**src/rtl/pc_fetch_ctrl.sv**
```systemverilog
// Fetch-stage sequencer: owns the fetch PC, issues single-outstanding imem requests,
// buffers one instruction for IF/ID and squashes stale fetches after trap/branch redirects.
module pc_fetch_ctrl #(
  parameter logic [31:0] RESET_PC = 32'h0000_0000
) (
  input  logic        clk,
  input  logic        rst_n,
  input  logic        stall,
  input  logic        br_redirect,
  input  logic [31:0] br_target,
  input  logic        trap_redirect,
  input  logic [31:0] trap_vector,
  output logic        imem_req,
  output logic [31:0] imem_addr,
  input  logic        imem_gnt,
  input  logic        imem_rvalid,
  input  logic [31:0] imem_rdata,
  output logic        if_valid,
  output logic [31:0] if_pc,
  output logic [31:0] if_instr,
  output logic        flush,
  output logic [31:0] fetch_pc
);

  typedef enum logic [1:0] {
    S_BOOT = 2'd0,
    S_REQ  = 2'd1,
    S_WAIT = 2'd2
  } state_t;

  state_t      state, state_nxt;
  logic [31:0] pc_q, pc_nxt;
  logic [31:0] inflight_pc, inflight_nxt;
  logic        kill, kill_nxt;
  logic        if_valid_nxt;
  logic [31:0] if_pc_nxt, if_instr_nxt;
  logic        redir;
  logic [31:0] redir_target;

  // Redirects are ignored in BOOT; trap beats branch and targets are forced word aligned.
  assign redir        = (state != S_BOOT) && (trap_redirect || br_redirect);
  assign redir_target = {(trap_redirect ? trap_vector[31:2] : br_target[31:2]), 2'b00};

  assign imem_addr = pc_q;
  assign fetch_pc  = pc_q;
  assign flush     = redir;

  always_comb begin
    state_nxt    = state;
    pc_nxt       = pc_q;
    inflight_nxt = inflight_pc;
    kill_nxt     = kill;
    if_valid_nxt = if_valid && stall;
    if_pc_nxt    = if_pc;
    if_instr_nxt = if_instr;
    imem_req     = 1'b0;

    case (state)
      S_BOOT: state_nxt = S_REQ;
      S_REQ: begin
        imem_req = !redir && (!if_valid || !stall);
        if (imem_req && imem_gnt) begin
          inflight_nxt = pc_q;
          pc_nxt       = pc_q + 32'd4;
          state_nxt    = S_WAIT;
        end
      end
      S_WAIT: begin
        if (imem_rvalid) begin
          state_nxt = S_REQ;
          if (!kill && !redir) begin
            if_valid_nxt = 1'b1;
            if_pc_nxt    = inflight_pc;
            if_instr_nxt = imem_rdata;
          end else begin
            kill_nxt = 1'b0;
          end
        end else if (redir) begin
          // The in-flight response now belongs to a squashed path.
          kill_nxt = 1'b1;
        end
      end
      default: state_nxt = S_BOOT;
    endcase

    if (redir) begin
      pc_nxt       = redir_target;
      if_valid_nxt = 1'b0;
    end
  end

  always_ff @(posedge clk or negedge rst_n) begin
    if (!rst_n) begin
      state       <= S_BOOT;
      pc_q        <= RESET_PC;
      inflight_pc <= 32'd0;
      kill        <= 1'b0;
      if_valid    <= 1'b0;
      if_pc       <= 32'd0;
      if_instr    <= 32'd0;
    end else begin
      state       <= state_nxt;
      pc_q        <= pc_nxt;
      inflight_pc <= inflight_nxt;
      kill        <= kill_nxt;
      if_valid    <= if_valid_nxt;
      if_pc       <= if_pc_nxt;
      if_instr    <= if_instr_nxt;
    end
  end

endmodule

```
**config.mk**
```make
export PLATFORM = sky130hd
export DESIGN_NAME = pc_fetch_ctrl
export DESIGN_NICKNAME = d
export VERILOG_FILES = /design/src/rtl/pc_fetch_ctrl.sv
export SDC_FILE = /design/constraint.sdc
export NUM_CORES = 1
export LEC_CHECK = 0
export CAP_MARGIN = 10
export CORE_MARGIN = 2
export CORE_UTILIZATION = 45
export DETAILED_ROUTE_END_ITERATION = 12
export PLACE_DENSITY = 0.84
export SETUP_SLACK_MARGIN = 0.05
export SLEW_MARGIN = 0
export SYNTH_ARGS = -nofsm -noshare
export SYNTH_HDL_FRONTEND = slang
export SYNTH_SLANG_ARGS = --single-unit
```
**constraint.sdc**
```tcl
create_clock -name clk -period 3.9 [get_ports clk]
set_input_delay 0.78 -clock clk [delete_from_list [all_inputs] [get_ports clk]]
set_output_delay 0.78 -clock clk [all_outputs]
set_load 0.02 [all_outputs]
```
[Yosys cells after proc, flatten, opt, wreduce, memory -nomap -nowiden]
Cells that the tools add are included.
Operators by class
  reduce and logical (&&, ||, !) cells: 21
  equality and inequality tests: 5
  add/sub/neg operators: 1
  muxes and demuxes: 15
Operators by type and width (count)
  $mux 32: 3
  $add 32x3->32 const B: 1
  $mux 30: 1
  $mux 1: 8
  $reduce_bool 2->1: 4
  $ne 2x2->1 const B: 3
  $pmux 2 s3: 1
  $reduce_and 2->1: 3
  $reduce_and 3->1: 2
  $logic_and 1x1->1: 5
  $logic_not 1->1: 4
  $mux 2: 2
  $eq 2x1->1 const B: 1
  $eq 2x2->1 const B: 1
  $logic_not 2->1: 1
  $logic_or 1x1->1: 2
Storage, ports and cells
  input bits: 103
  register bits: 132
  output and inout bits: 131
  word-level logic and storage cells: 49

[Longest topological paths before layout]
Gate-level depths: netlist of the first run.
  depth after elaboration: 8
  gate-level depth with buffers: 9

[Worst setup path before layout of the first run]
Ideal clock, no wire load.
  kind: input port to output port
  start: in trap_redirect
  end: out imem_req
  required time: 3.120 ns
  cell stages on the path: 5
  slack: 1.372 ns
  arrival time: 1.748 ns
  cells stage by stage: buf_2 -> o22ai_1 -> buf_6 -> buf_6 -> and3_1
On the way
  cells in the longest elaborated chain, start to end: 5
RTL lines
  start, declared: line 11  | input logic trap_redirect,
  $logic_or 1x1->1: line 41  | assign redir = (state != S_BOOT) && (trap_redirect || br_redirect);
  $logic_and 1x1->1: line 41
  $logic_not 1->1: line 61  | imem_req = !redir && (!if_valid || !stall);
  $logic_and 1x1->1: line 61
  $mux 1: line 58  | case (state)
  end, declared: line 13  | output logic imem_req,
No other way between the ends.

[Final worst setup path of the first run]
  start: in br_redirect
  end: out imem_req
On the way
  cells in the longest elaborated chain, start to end: 5
RTL lines
  start, declared: line 9  | input logic br_redirect,
  $logic_or 1x1->1: line 41
  $logic_and 1x1->1: line 41
  $logic_not 1->1: line 61
  $logic_and 1x1->1: line 61
  $mux 1: line 58
No other way between the ends.

==> run summary, run 1 <==
The run finished with clean final reports. Largest clock skew in the final design: 0.01186 ns. The highest achievable clock rate is 302.6 MHz, and the synthesis-stage register bit count is 126.

Together, buffers and inverters on the worst path number 2. The count of port buffers added during placement works out to 223. The tightest hold path in the finished design has a slack of 0.4665 ns. The share of flip-flops with an asynchronous set or reset was 100.0%. The area growth from synthesis to layout was 44.38%; the cell area reported after detailed placement was 8349 um^2. The floorplan step set the die height to 121.6 um. The tools report the effective utilization at floorplan as 46.60%. The area share of xor/xnor cells in the synthesized design is 0.4225%, and the largest stage delay on the critical path is 0.63 ns. In the final design database the tool counted 867 nets. The most used flip-flop cell after synthesis is sky130_fd_sc_hd__dfrtp_1. For the pin with the worst max-slew slack, the measured transition is 0.8797 ns. The time the worst path needs with I/O delays and setup came out at 3.305 ns. Setup repair after global routing left no endpoint under its margin.

IR analysis of the VDD net gives a maximum drop of 0.3299 mV. In this run the biggest area consumer among cell types represents 50.69% of the synthesized area. The reg-to-reg critical path endpoint was fetch_pc[26]. The detailed-routing iteration count for the pre-antenna-repair pass came out at 4. The total wirelength of the detailed-routed design was 17790 um. The post-CTS setup buffer count is 0, and the post-synthesis adder-cell area fraction is 0.2012%. Measured in cells, the most critical reg-to-reg path has a length of 5. For the arrival time reported for the critical path endpoint, the log shows 2.52 ns. The startpoint identified for the worst hold timing path is inflight_pc[10]. Counting every instance in the synthesized netlist gives 576. The first routing iteration left 231 violations.

The simple-gate share of the synthesized area works out to 16.35%. The tools report the worst flop-to-flop path startpoint as fetch_pc[2]. In this run the register-to-register setup slack is 1.58 ns.

In this run the worst path has a maximum fanout of 6. The post-cts hold buffer count is 0. After detailed routing, the average wire length per cell comes to 18.71 um. Along the worst hold path, the cell count comes to 2.

For the final RePlAce weighted congestion, the log shows 0.8769. The setup violation total in the final timing report is 0. Number of synthesized flops with an enable pin: 0. By count the netlist is led by 126 x sky130_fd_sc_hd__dfrtp_1, 98 x sky130_fd_sc_hd__nand2_1, 63 x sky130_fd_sc_hd__mux2_2. By area, the combinational part of the netlist is dominated by simple AND/OR/NAND/NOR gates. Using the TritonRoute via totals, the vias-per-cell ratio works out to 5.559. For the required time reported for the critical path endpoint, the log shows 3.12 ns. The logs give 234 for the number of top-level pins and 0 for the number of gates resized after CTS.

The cell occurring most often along the worst timing path was sky130_fd_sc_hd__clkdlybuf4s50_1. The clock net in this run drives a total of 126 sinks. Ranked by total cell area, the synthesized netlist is headed by sky130_fd_sc_hd__dfrtp_1 51%, sky130_fd_sc_hd__mux2_2 11%, sky130_fd_sc_hd__nand2_1 5.9%, sky130_fd_sc_hd__buf_4 4.5%, sky130_fd_sc_hd__mux2i_1 2.9%. The cell family contributing the most delay on the critical path was buffers and inverters.

The run gives 0 as the number of antenna violations at the first check in global routing. Walking the worst path, the cells encountered are clkdlybuf4s50_1, o22ai_2, and3_1, clkdlybuf4s50_1. The largest total area in the synthesized netlist belongs to sky130_fd_sc_hd__dfrtp_1. The most common cell in the synthesized netlist is sky130_fd_sc_hd__dfrtp_1.

The floorplan step set the die width to 121.6 um. Entering global routing, the biggest net connects 100 pins. In this run the tightest slew margin relative to its limit is 41.35%. The run gives 0 as the total of warnings raised by yosys.

The post-synth design cell area was 6220 um^2. After routing the design area is 8980 um^2. In the routed design, unresolved DRC markers number 0. The latest clock arrival within the worst-skew pair came out at 0.41 ns.

In this run, distinct cell masters in the synthesized netlist total 61. Clock-pin slew was measured on the worst setup and hold paths at 0.06 ns. The fraction of layout instances using a drive strength above 1 works out to 15.10%. The first global-routing pass estimated 28050 um of wire. The tools report the worst hold endpoint as inflight_pc[10]. In this run the core area contains 42 standard-cell rows. The number of CTS-inserted buffers came out at 17. TritonCTS built the clock tree. The tools report the antenna diode instance count as 0. The cell with the largest stage delay on the worst path is sky130_fd_sc_hd__clkdlybuf4s50_1.

Detailed placement finished with a half-perimeter wire length of 12600 um. For the remaining number of nets flagged by the antenna check after routing, the log shows 0. Global routing consumed, over all layers together, 24.42% of the routing resources. The max-slew violation total from the final report came out at 0. The run gives 67.28% as the final design utilization. The tightest min-delay check is of the flip-flop to flip-flop type. The post-route clock period utilization is 84.74%, and the compound-cell area share of the yosys netlist is 10.06%.

Total number of H-tree levels: 4. The tree is rooted in a sky130_fd_sc_hd__clkbuf_16. Adding up every negative setup slack in the final design gives 0 ns. The power density relative to cell area was 607.2 nW/um^2. For this design the static power due to leakage is 3.978 nW. The number of max-capacitance violations reported was 0; the share of cell area taken by muxes after synthesis was 14.30%. The layout has 1039 filler cells. For the floorplan die area, the log shows 14780 um^2. STA classifies the critical path endpoint as an output port. Summed over all layers, the global routing overflow is 0. The logs give 0 for the final count of hold timing violations and 5322 for the number of global-route vias before repair. The startpoint kind of the worst setup timing path is an input port. The core region is 13350 um^2.

The worst setup path is of the input port to output port kind. Of the synthesized area, sequential elements account for 50.69%. The mean area per synthesized cell is 10.80 um^2. The clock passes through at most 2 buffers. The final route contains 5287 vias.
worst min-delay path, cell delays in order (launching register included):
cell                      delay, ns
sky130_fd_sc_hd__dfrtp_1       0.33
sky130_fd_sc_hd__nand2_1       0.05
sky130_fd_sc_hd__nand2_1       0.05
cell families (layout without fill, tap and decap cells):
kind of cell,count (synthesis),count (layout)
compound gates,84,84
flops,126,126
simple gates,201,201
mux,81,81
buf+inv,79,273
xor+xnor,3,3
other cells,1,6
fa+ha+maj,1,1
worst max-delay path by stage:
stage / startpoint / to / slack, ns / cells past startpoint
detailed placement: br_redirect / imem_req / 0.64 / 4
global placement: br_redirect / imem_req / 0.64 / 4
CTS: br_redirect / imem_req / 0.61 / 4
finish: br_redirect / imem_req / 0.60 / 4
global route: br_redirect / imem_req / 0.55 / 4
floorplan: trap_redirect / imem_req / 1.37 / 5
final cells by class:
cell class,count,area (um^2),share of cell area (%)
Sequential cell,126,3153,35.11
Timing Repair Buffer,235,2344,26.10
Clock buffer,21,470.5,5.239
Clock inverter,10,160.2,1.783
Tap cell,176,220.2,2.452
Multi-Input combinational cell,376,2606,29.02
Inverter,7,26.28,0.2926
stage by stage:
| stage | total power, mW | setup WS, ns | instances |
|---|---|---|---|
| finish | 5.452 | 0.5950 | 951 |
| CTS | 5.492 | 0.6095 | 951 |
| detailed placement | 3.800 | 0.6401 | 920 |
| global route | 5.721 | 0.5468 | 951 |
| global placement | 3.738 | 0.6381 | 920 |
| floorplan | 2.961 | 1.372 | 581 |
power breakdown:
| group | switching [mW] | internal (mW) | leakage, nW |
|---|---|---|---|
| combinational | 0.902 | 0.889 | 2.06 |
| sequential | 0.335 | 1.66 | 1.61 |
| clock | 0.553 | 1.12 | 0.309 |
per-layer routing:
| metal | part of all wire [%] | track usage, % | vias to the layer above |
|---|---|---|---|
| met4 | 0.88 | 6.394 | 0 |
| met3 | 7.2 | 5.150 | 15 |
| met2 | 51 | 42.91 | 230 |
| li1 | - | - | 2420 |
| met1 | 41 | 30.75 | 2622 |
| met5 | 0 | 0 | - |
flip-flops by register name, summed over array words and instances, names as in the netlist:
register,count
fetch_pc,30
if_instr,32
if_pc,30
if_valid,1
inflight_pc,30
kill,1
state,2
layout by cell type (no fill, tap or decap), types with 3 or more instances in the layout:
master / netlist / layout
sky130_fd_sc_hd__clkbuf_16: 0 / 17
sky130_fd_sc_hd__nand3_1: 9 / 8
sky130_fd_sc_hd__nand4_1: 17 / 17
sky130_fd_sc_hd__dfrtp_1: 126 / 126
sky130_fd_sc_hd__o21ai_0: 5 / 5
sky130_fd_sc_hd__inv_1: 6 / 6
sky130_fd_sc_hd__and2_1: 4 / 4
sky130_fd_sc_hd__and3_2: 2 / 3
sky130_fd_sc_hd__nor2_1: 10 / 10
sky130_fd_sc_hd__nand2_1: 98 / 98
sky130_fd_sc_hd__nor4_1: 4 / 4
sky130_fd_sc_hd__mux2i_1: 18 / 18
sky130_fd_sc_hd__clkinv_2: 0 / 3
sky130_fd_sc_hd__and3_1: 8 / 7
sky130_fd_sc_hd__a21oi_1: 12 / 12
sky130_fd_sc_hd__a22o_1: 3 / 3
sky130_fd_sc_hd__a311oi_1: 12 / 12
sky130_fd_sc_hd__mux2_2: 63 / 63
sky130_fd_sc_hd__clkdlybuf4s50_1: 0 / 221
sky130_fd_sc_hd__nor3_1: 16 / 16
sky130_fd_sc_hd__a211oi_1: 15 / 15
sky130_fd_sc_hd__buf_4: 37 / 10
sky130_fd_sc_hd__or4_1: 3 / 3
sky130_fd_sc_hd__nor2b_1: 13 / 13
sky130_fd_sc_hd__a31oi_1: 7 / 7
sky130_fd_sc_hd__and4_1: 5 / 5
sky130_fd_sc_hd__o31ai_1: 7 / 7
sky130_fd_sc_hd__bufinv_16: 0 / 4
sky130_fd_sc_hd__conb_1: 1 / 6
sky130_fd_sc_hd__clkbuf_8: 0 / 3
Power figures use the tool's default switching activity.
==> run 2: changes to the inputs <==
--- a/config.mk
+++ b/config.mk
@@ -7,9 +7,9 @@
 export LEC_CHECK = 0
 export CAP_MARGIN = 10
 export CORE_MARGIN = 2
-export CORE_UTILIZATION = 45
+export CORE_UTILIZATION = 40
 export DETAILED_ROUTE_END_ITERATION = 12
-export PLACE_DENSITY = 0.84
+export PLACE_DENSITY = 0.8
 export SETUP_SLACK_MARGIN = 0.05
 export SLEW_MARGIN = 0
 export SYNTH_ARGS = -nofsm -noshare
==> constraint.sdc (replaced) <==
create_clock -name clk -period 2.8 [get_ports clk]
set_input_delay 0.56 -clock clk [delete_from_list [all_inputs] [get_ports clk]]
set_output_delay 0.56 -clock clk [all_outputs]
set_load 0.02 [all_outputs]
==> run 2 against run 1 <==
Clock skew down 0.0070 ns. Non-clock buffer count up 15. Count of clock-buffer cells in the layout up 3.
==> run summary, run 2 (same netlist as run 1, synthesis figures left out) <==
Max-slew violation total from the final report: 0 (unchanged). The highest-utilization routing layer at the global route stage is met2 (unchanged). The number of clock sinks seen by CTS was 126 (unchanged); the final count of hold timing violations was 0 (unchanged).

The run gives 0.1671 ns (was 0.5950 ns) as the smallest setup slack after layout. Kind of critical path: input port to output port (unchanged). The fraction of layout instances using a drive strength above 1 works out to 16.60% (was 15.10%).

The buffers plus inverters on the worst setup path works out to 2 (unchanged). The latest clock arrival within the worst-skew pair was 0.42 ns (was 0.41 ns). For the highest achievable clock rate, the log shows 379.8 MHz.

The count of port buffers added during placement came out at 223 (unchanged). Setup repair after global routing left no endpoint under its margin. The worst slack at placement is 0.1848 ns (was 0.6401 ns).

The flow ran to the end, and the final reports show no timing, DRC or antenna violations. For the area inside the core boundary, the log shows 15200 um^2 (was 13350 um^2). The routed via count divided by cell count came out at 5.372 (was 5.559). The total via count in the routed design came out at 5248 (was 5287).

For the setup violation total in the final timing report, the log shows 0 (unchanged). The met1 demand-to-capacity share in global routing was 27.44% (was 30.75%); the clock input transition at the sequential cells of the worst setup and hold paths was 0.05 ns (was 0.06 ns). Cell occurring most often along the worst timing path: sky130_fd_sc_hd__clkdlybuf4s50_1 (unchanged).

The slew at the pin closest to its max-slew limit is 0.6271 ns (was 0.8797 ns). For the effective utilization at floorplan, the log shows 40.91% (was 46.60%). The die height came out at 128.7 um (was 121.6 um).

The first-pass GRT wire length was 27860 um (was 28050 um). The logs give 2.07 ns (was 2.52 ns) for the arrival time reported for the critical path endpoint and 6.071% (was 5.150%) for the met3 routing resource usage after global routing. The summed negative setup slack over all endpoints was 0 ns (unchanged); the highest ir drop seen on vdd was 0.4496 mV (was 0.3299 mV). The per-cell routed wire length works out to 18.05 um (was 18.71 um). For the largest clock skew in the final design, the log shows 0.004877 ns (was 0.01186 ns). Commonest cells after routing, fill and taps aside: 221 x sky130_fd_sc_hd__clkdlybuf4s50_1, 126 x sky130_fd_sc_hd__dfrtp_1, 98 x sky130_fd_sc_hd__nand2_1 (unchanged). The number of gates resized after CTS came out at 0 (unchanged).

The number of global-route vias before repair was 5315 (was 5322); the leakage component of the power was 4.061 nW (was 3.978 nW). The run gives 352 (was 231) as the violation count after the first detailed-routing iteration. Total number of H-tree levels: 4 (unchanged). The power density relative to cell area is 831.1 nW/um^2 (was 607.2 nW/um^2). The most common cell after layout, fill and taps aside is sky130_fd_sc_hd__clkdlybuf4s50_1 (unchanged). The tools report the remaining number of nets flagged by the antenna check after routing as 0 (unchanged). The number of CTS-inserted buffers is 17 (unchanged), and the final layout net count is 882 (was 867). The number of instances in the placed design is 947 (was 920). The post-cts hold buffer count is 0 (unchanged). The worst flop-to-flop path startpoint was fetch_pc[12] (was fetch_pc[2]). The floorplan die area came out at 16560 um^2 (was 14780 um^2).

The final RePlAce weighted congestion came out at 0.8900 (was 0.8769). The number of placement rows is 45 (was 42), and the register-to-register setup slack is 0.46 ns (was 1.58 ns). The detailed-routing iteration count for the pre-antenna-repair pass was 5 (was 4); the required time reported for the critical path endpoint was 2.24 ns (was 3.12 ns). The run gives 59.98% (was 67.28%) as the final design utilization. TritonCTS built the clock tree.

The global-route total usage across every layer is 21.86% (was 24.42%), and the fill cell total of the finished layout is 1273 (was 1039). For the worst slew slack as a fraction of its limit, the log shows 58.04% (was 41.35%). Met2 global-route usage: 35.95% (was 42.91%).

The largest stage delay on the critical path was 0.64 ns (was 0.63 ns); the number of flip-flops under the largest register name was 32 (unchanged). The cell with the largest stage delay on the worst path was sky130_fd_sc_hd__clkdlybuf4s50_1 (unchanged). The number of max-capacitance violations reported is 0 (unchanged). The most flop-heavy register is if_instr (unchanged).

The maximum number of pins on one net before global-route repair was 64 (was 100); the DRC violation count after routing was 0 (unchanged). Remaining global-route overflow: 0 (unchanged). The tools report the sort of element at the end of the critical path as an output port (unchanged). For the post-CTS setup buffer count, the log shows 0 (unchanged). The largest fanout on the critical path was 4 (was 6); the maximum clock insertion buffer count was 2 (unchanged). The tools report the startpoint of the worst setup timing path as br_redirect (unchanged). The startpoint kind of the worst setup timing path was an input port (unchanged).

Dividing the final minimum period by the clock period gives 94.03%. Final non-filler cell total: 977 (was 951). The area growth from synthesis to layout is 46.61% (was 44.38%). The class of the most critical hold timing path was input port to async pin (was flip-flop to flip-flop). The clock period could shrink to 2.633 ns. The antenna diode instance count was 0 (unchanged). For the worst-case hold slack, the log shows 0.1325 ns (was 0.4665 ns). For the number of antenna violations at the first check in global routing, the log shows 1 (was 0).

The run gives 12660 um (was 12600 um) as the detailed-placement wirelength estimate. The cell family contributing the most delay on the critical path was buffers and inverters (unchanged). The buffer type at the clock tree root is sky130_fd_sc_hd__clkbuf_16 (unchanged). The total wirelength of the detailed-routed design is 17630 um (was 17790 um). Cells along the critical path: clkdlybuf4s50_1, o22ai_2, and3_1, clkdlybuf4s50_1 (unchanged). The number of top-level pins is 234 (unchanged). The x dimension of the die was 128.7 um (was 121.6 um).
## run 2: changes by cell type in the layout (fill, tap and decap cells not counted), sizes merged
cell	change
bufinv	-1
clkinvlp	-1
clkinv	-1
clkbuf	+3
inv	-1
buf	+15
## run 2: worst paths after layout
path                                   end  cells after the start
hold / removal                if_instr[15]                      1
hold reg to reg            inflight_pc[16]                      2
setup reg to reg              fetch_pc[25]                      4
setup / recovery                  imem_req                      4
max in group asynchronous        if_pc[18]                      2
min in group clk           inflight_pc[16]                      2
## run 2: routing by layer
metal / up-vias / share of wire (%)
met5: - / 0
met4: 0 / 2.2
met3: 30 / 9.0
met2: 268 / 48
met1: 2502 / 40
li1: 2448 / -
## run 2: power by group
group / switching [mW] / internal, mW / total, mW
combinational: 1.28 / 1.28 / 2.56
clock: 0.758 / 1.53 / 2.29
sequential: 0.423 / 2.31 / 2.73
total: 2.46 / 5.11 / 7.58
## run 2: metrics by stage
step / power (mW) / area [um^2]
after floorplan: 4.124 / 6238
after global placement: 5.268 / 8502
after global routing: 7.994 / 9119
after detailed placement: 5.330 / 8502
final: 7.578 / 9119
after CTS: 7.650 / 9119
## run 2: cell type report
class	count	area, um^2	share of cell area [%]
Sequential cell	126	3153	34.58
Multi-Input combinational cell	376	2606	28.58
Timing Repair Buffer	250	2481	27.21
Clock buffer	24	511.7	5.612
Tap cell	188	235.2	2.580
Clock inverter	6	105.1	1.153
Inverter	7	26.28	0.2881
